$ cat src/rtl/div_seq_ctrl_pkg.sv
// Shared types and constants for the sequential DIV controller and its adder.
package div_seq_ctrl_pkg;

    localparam int WIDTH      = 32;
    localparam int ITER_COUNT = 32;
    localparam logic [WIDTH-1:0] DIV0_QUOTIENT = 32'hFFFF_FFFF;

    typedef enum logic [2:0] {
        IDLE,
        NEG_A,
        NEG_B,
        ITER,
        FIX_Q,
        FIX_R,
        DONE
    } state_t;

endpackage

$ cat src/rtl/div_seq_ctrl_rca.sv
// Plain 32-bit ripple-carry adder; the only arithmetic unit the DIV controller owns.
module div_seq_ctrl_rca
    import div_seq_ctrl_pkg::*;
(
    input  logic [WIDTH-1:0] a,
    input  logic [WIDTH-1:0] b,
    input  logic             c_in,
    output logic [WIDTH-1:0] sum,
    output logic             c_out
);

    logic [WIDTH:0] carry;

    assign carry[0] = c_in;

    for (genvar i = 0; i < WIDTH; i++) begin : g_bit
        assign sum[i]     = a[i] ^ b[i] ^ carry[i];
        assign carry[i+1] = (a[i] & b[i]) | (carry[i] & (a[i] ^ b[i]));
    end

    assign c_out = carry[WIDTH];

endmodule

$ cat src/rtl/div_seq_ctrl.sv
// Fixed-latency restoring divider controller (signed/unsigned) that time-multiplexes
// one ripple-carry adder across operand negation, trial subtraction and sign fix-up.
module div_seq_ctrl #(
    parameter int WIDTH = div_seq_ctrl_pkg::WIDTH  // only 32 is supported
) (
    input  logic                     clock,
    input  logic                     reset,
    input  logic                     start,
    input  logic                     signed_op,
    input  logic [WIDTH-1:0]         dividend,
    input  logic [WIDTH-1:0]         divisor,
    output logic                     busy,
    output logic                     done,
    output logic [WIDTH-1:0]         hi,
    output logic [WIDTH-1:0]         lo,
    output logic                     div_by_zero,
    output div_seq_ctrl_pkg::state_t dbg_state
);
    import div_seq_ctrl_pkg::*;

    localparam int CW = $clog2(ITER_COUNT);

    // Handshake: start is a request pulse honoured only while state is IDLE
    // (busy low); busy stays high until the DONE cycle ends, and done pulses
    // for exactly that one cycle while hi/lo/div_by_zero become valid.
    state_t           state;
    logic [CW-1:0]    counter;
    logic [WIDTH-1:0] q;
    logic [WIDTH-1:0] d;
    logic [WIDTH-1:0] orig_a;
    logic [WIDTH:0]   r;
    logic             neg_a;
    logic             neg_b;
    logic             neg_q;
    logic             zero_div;

    logic [WIDTH:0]   r_shift;
    logic [WIDTH-1:0] add_a;
    logic [WIDTH-1:0] add_b;
    logic [WIDTH-1:0] add_sum;
    logic             add_cin;
    logic             add_cout;
    logic             trial_ok;

    assign r_shift   = {r[WIDTH-1:0], q[WIDTH-1]};
    assign trial_ok  = add_cout | r_shift[WIDTH];
    assign busy      = (state != IDLE);
    assign dbg_state = state;

    // Negation is ~x + 1; trial subtract is R_shifted + ~D + 1.
    always_comb begin
        add_a   = '0;
        add_b   = '0;
        add_cin = 1'b0;
        case (state)
            NEG_A, FIX_Q: begin
                add_a   = ~q;
                add_cin = 1'b1;
            end
            NEG_B: begin
                add_a   = ~d;
                add_cin = 1'b1;
            end
            FIX_R: begin
                add_a   = ~r[WIDTH-1:0];
                add_cin = 1'b1;
            end
            ITER: begin
                add_a   = r_shift[WIDTH-1:0];
                add_b   = ~d;
                add_cin = 1'b1;
            end
            default: ;
        endcase
    end

    div_seq_ctrl_rca u_rca (
        .a     (add_a),
        .b     (add_b),
        .c_in  (add_cin),
        .sum   (add_sum),
        .c_out (add_cout)
    );

    always_ff @(posedge clock) begin
        if (reset) begin
            state       <= IDLE;
            counter     <= '0;
            q           <= '0;
            d           <= '0;
            r           <= '0;
            orig_a      <= '0;
            neg_a       <= 1'b0;
            neg_b       <= 1'b0;
            neg_q       <= 1'b0;
            zero_div    <= 1'b0;
            hi          <= '0;
            lo          <= '0;
            div_by_zero <= 1'b0;
            done        <= 1'b0;
        end else begin
            done <= 1'b0;
            case (state)
                IDLE: begin
                    if (start) begin
                        q        <= dividend;
                        d        <= divisor;
                        orig_a   <= dividend;
                        neg_a    <= signed_op & dividend[WIDTH-1];
                        neg_b    <= signed_op & divisor[WIDTH-1];
                        neg_q    <= signed_op & (dividend[WIDTH-1] ^ divisor[WIDTH-1]);
                        zero_div <= (divisor == '0);
                        state    <= NEG_A;
                    end
                end
                NEG_A: begin
                    if (neg_a) q <= add_sum;
                    state <= NEG_B;
                end
                NEG_B: begin
                    if (neg_b) d <= add_sum;
                    r       <= '0;
                    counter <= '0;
                    state   <= ITER;
                end
                ITER: begin
                    if (trial_ok) begin
                        r <= {1'b0, add_sum};
                        q <= {q[WIDTH-2:0], 1'b1};
                    end else begin
                        r <= r_shift;
                        q <= {q[WIDTH-2:0], 1'b0};
                    end
                    counter <= counter + 1'b1;
                    if (counter == CW'(ITER_COUNT - 1)) state <= FIX_Q;
                end
                FIX_Q: begin
                    if (neg_q) q <= add_sum;
                    state <= FIX_R;
                end
                FIX_R: begin
                    // Remainder follows the dividend's sign; a zero divisor reports the raw dividend.
                    if (neg_a) r <= {1'b0, add_sum};
                    hi          <= zero_div ? orig_a : (neg_a ? add_sum : r[WIDTH-1:0]);
                    lo          <= zero_div ? DIV0_QUOTIENT : q;
                    div_by_zero <= zero_div;
                    done        <= 1'b1;
                    state       <= DONE;
                end
                DONE: begin
                    state <= IDLE;
                end
                default: begin
                    state <= IDLE;
                end
            endcase
        end
    end

endmodule

$ cat config.mk
export PLATFORM = sky130hd
export DESIGN_NAME = div_seq_ctrl
export DESIGN_NICKNAME = d
export VERILOG_FILES = /design/src/rtl/div_seq_ctrl_pkg.sv /design/src/rtl/div_seq_ctrl_rca.sv /design/src/rtl/div_seq_ctrl.sv
export SDC_FILE = /design/constraint.sdc
export NUM_CORES = 1
export LEC_CHECK = 0
export BUFFER_PORTS_ARGS = -buffer_cell sky130_fd_sc_hd__buf_2
export CAP_MARGIN = 20
export CORE_UTILIZATION = 50
export CTS_BUF_LIST = sky130_fd_sc_hd__clkbuf_8
export DETAILED_ROUTE_END_ITERATION = 10
export PLACE_DENSITY = 0.7
export SYNTH_ARGS = -nofsm -noshare
export SYNTH_HDL_FRONTEND = slang
export SYNTH_HIERARCHICAL = 1
export SYNTH_SLANG_ARGS = --single-unit
$ cat constraint.sdc
create_clock -name clock -period 16.7 [get_ports clock]
set_input_delay 2.505 -clock clock [delete_from_list [all_inputs] [get_ports clock]]
set_output_delay 2.505 -clock clock [all_outputs]
set_load 0.03 [all_outputs]
==> qor.yml <==
tns_ns: 0
setup_violations: 0
synth_top_family_by_area: "compound AO/OA/AOI/OAI gates"
fmax_mhz: 64.99
ctsHoldBuffers: 0
synthXorXnorAreaFrac_pct: 0.2250
rsz0062_at_grt: "false"
status: "finished, final reports clean"
max_cap_viol_count: 0
slew_headroom_pct: 31.52
fin_nets: 1658
drc: 0
fill_cells: 2184
synth_area_leaders: "dfxtp_1, a21oi_1, nor2_1"
dpl_cell_area_um2: 12310
synth_seq_cells: 206
grt_usage_pct: 29.49
std_cell_rows: 55
cts_sinks: 206
htree_levels: 2
antenna_left: 0
cts-root-buf: "clkbuf_8"
holdPathStages: 2
place_inst: 1830
critPathMaxFanout: 37
dp_hpwl_mm: 22.38
initial_utilization_pct: 51.27
start_kind: "register"
powerDensity_nw_per_um2: 97.50
yosysWarnings: 6
final_area_um2: 13110
synthArstFlopShare_pct: 0
dieArea_um2: 23970
core_area_um2: 22780
avgSynthCellArea_um2: 7.764
tightest_slew_ns: 1.027
report.final.slew_viol_count: 0
die_y_um: 154.8
worstRegToRegCells: 45
yosysTopAreaCell: "dfxtp_1"
gp_congestion: 0.8372
cts_max_path_buffers: 3
cts_setup_buffers: 0
total_power_mw: 1.278
max-vdd-ir-drop_mv: 0.04399
yosys.cell_types.count: 52
io_pins: 138
reg2reg_slack_ns: 1.31
fin_crit_ns: 15.39
numCtsBuffers: 36
synthAdderAreaFrac_pct: 5.700
die_w_um: 154.8
required_ns: 17.09
yosys.area_share.simple_pct: 23.32
synth_edf_count: 0
clk_latency_ns: 0.53
first_global_vias: 10430
crit_type: "reg2reg"
end_kind: "register"
grt_max_degree: 132
syn_inst: 1504
p_leak_nw: 5.024
syn-cell-area_um2: 11680
post_drt_wl_per_cell_um: 18.56
cpPeakStageDelay_ns: 0.61
worstPathArrival_ns: 15.78
fin_skew_ns: 0.01869
portBuffers: 137
detail_route.iter0.violations: 976
vias_per_cell: 5.971
synth_nets: 1606
tritoncts: "done"
wl_mm: 35.17
seq_area_um2: 4133
vias: 11320
firstDrtPassIters: 5
drive_gt1_share_pct: 16.50
cpMostUsedCell: "fa_1"
hold_class: "reg2reg"
diodes: 0
clkTransAtPathRegs_ns: 0.06
antenna_found_initial: 0
synth_flop_cell: "dfxtp_1"
hold_viol: 0
syn_to_final_growth_pct: 12.24
cts_resized: 0
cpMaxStageDelayCell: "dfxtp_2"
grt-ovfl-total: 0
multi_input_area_um2: 6780
ys_seq_area_share_pct: 35.32
synthMuxAreaShare_pct: 2.743
holdWs_ns: 0.4488
synth-compound-area-share_pct: 25.75
stdcell_count: 1895
grt_pass1_wl_mm: 56.63
period_share_pct: 92.14
synth_top_area_share_pct: 35.32
-- layout by cell type (no fill, tap or decap), drive strengths merged, types with 2 or more instances in the layout --
cell type  count
a2bb2oi       30
buf          159
nand4          3
clkbuf        50
o22ai         64
or3           34
o221ai        32
mux2i         32
a21oi        172
nor3          67
a221o         31
xor2           2
fa            32
a311oi        33
nand3          7
nor4           8
a211oi         3
ha             2
o21ai         69
nor2         202
nand2b        37
and3           2
nor2b          3
dfxtp        206
and2          31
nand3b         3
inv           55
nand2        201
-- cells by family (layout without fill, tap and decap cells) --
group | count (synthesis) | in the layout
buf+inv | 187 | 265
fa+ha+maj | 34 | 34
xor+xnor | 3 | 3
flops | 206 | 206
mux | 32 | 32
compound gates | 439 | 439
simple gates | 603 | 603
-- worst max-delay path: cells and delay by family (launching register included) --
kind / cells / cell delay (ns)
AOI/OAI and AO/OA: 5 / 0.86
DFF: 1 / 0.61
buffers and inverters: 6 / 0.93
adders and majority gates: 32 / 12.30
and+or+nand+nor: 2 / 0.51
-- area by class of cell --
| cell class | count | share of cell area (%) |
|---|---|---|
| clock buffers | 50 | 5.251 |
| flip-flops and latches | 206 | 31.53 |
| clock inverters | 14 | 0.6014 |
| multi-input cells | 1111 | 51.73 |
| well taps | 313 | 2.988 |
| inverters | 42 | 1.203 |
| repair buffers | 159 | 6.692 |
-- Yosys cell counts (all sizes together), types with 2 or more instances --
master,instances
a211oi,3
a21oi,172
a221o,31
a2bb2oi,30
a311oi,33
and2,31
and3,2
buf,61
clkbuf,84
dfxtp,206
fa,32
ha,2
inv,42
mux2i,32
nand2,201
nand2b,37
nand3,7
nand3b,3
nand4,3
nor2,202
nor2b,3
nor3,67
nor4,8
o21ai,69
o221ai,32
o22ai,64
or3,34
xor2,2
-- worst paths after layout --
kind,start,end
worst max-delay path,dbg_state[1],r[12]
worst min-delay path,hi[19],hi[19]
worst max register to register,dbg_state[1],r[12]
worst min register to register,hi[19],hi[19]
-- layer usage --
metal / wire (um) / share of wire, % / vias up / GRT usage [%]
met2: 15270 / 43 / 527 / 44.09
met1: 15930 / 45 / 5289 / 42.62
li1: - / - / 5422 / -
met3: 2876 / 8.2 / 77 / 4.847
met5: 0 / 0 / - / 0
met4: 1090 / 3.1 / 0 / 10.70
-- report_power, final --
part / total (mW) / switching (mW) / internal [mW]
logic: 0.248 / 0.156 / 0.0915
registers: 0.542 / 0.0262 / 0.516
clock network: 0.488 / 0.208 / 0.280
-- through the flow --
step / worst slack, ns / utilization, %
floorplan: 2.074 / -
global placement: 1.548 / 54.05
detailed placement: 1.350 / 54.05
CTS: 1.266 / 57.42
global route: 0.9259 / 57.54
finish: 1.313 / 57.54
-- flip-flops by register name (all words and copies together), names as in the netlist --
| signal | count |
|---|---|
| hi | 32 |
| lo | 32 |
| zero_div | 1 |
| d | 32 |
| neg_a | 1 |
| done | 1 |
| q | 32 |
| div_by_zero | 1 |
| neg_b | 1 |
| orig_a | 32 |
| neg_q | 1 |
| r | 32 |
| counter | 5 |
| dbg_state | 3 |
Power figures use the tool's default switching activity.
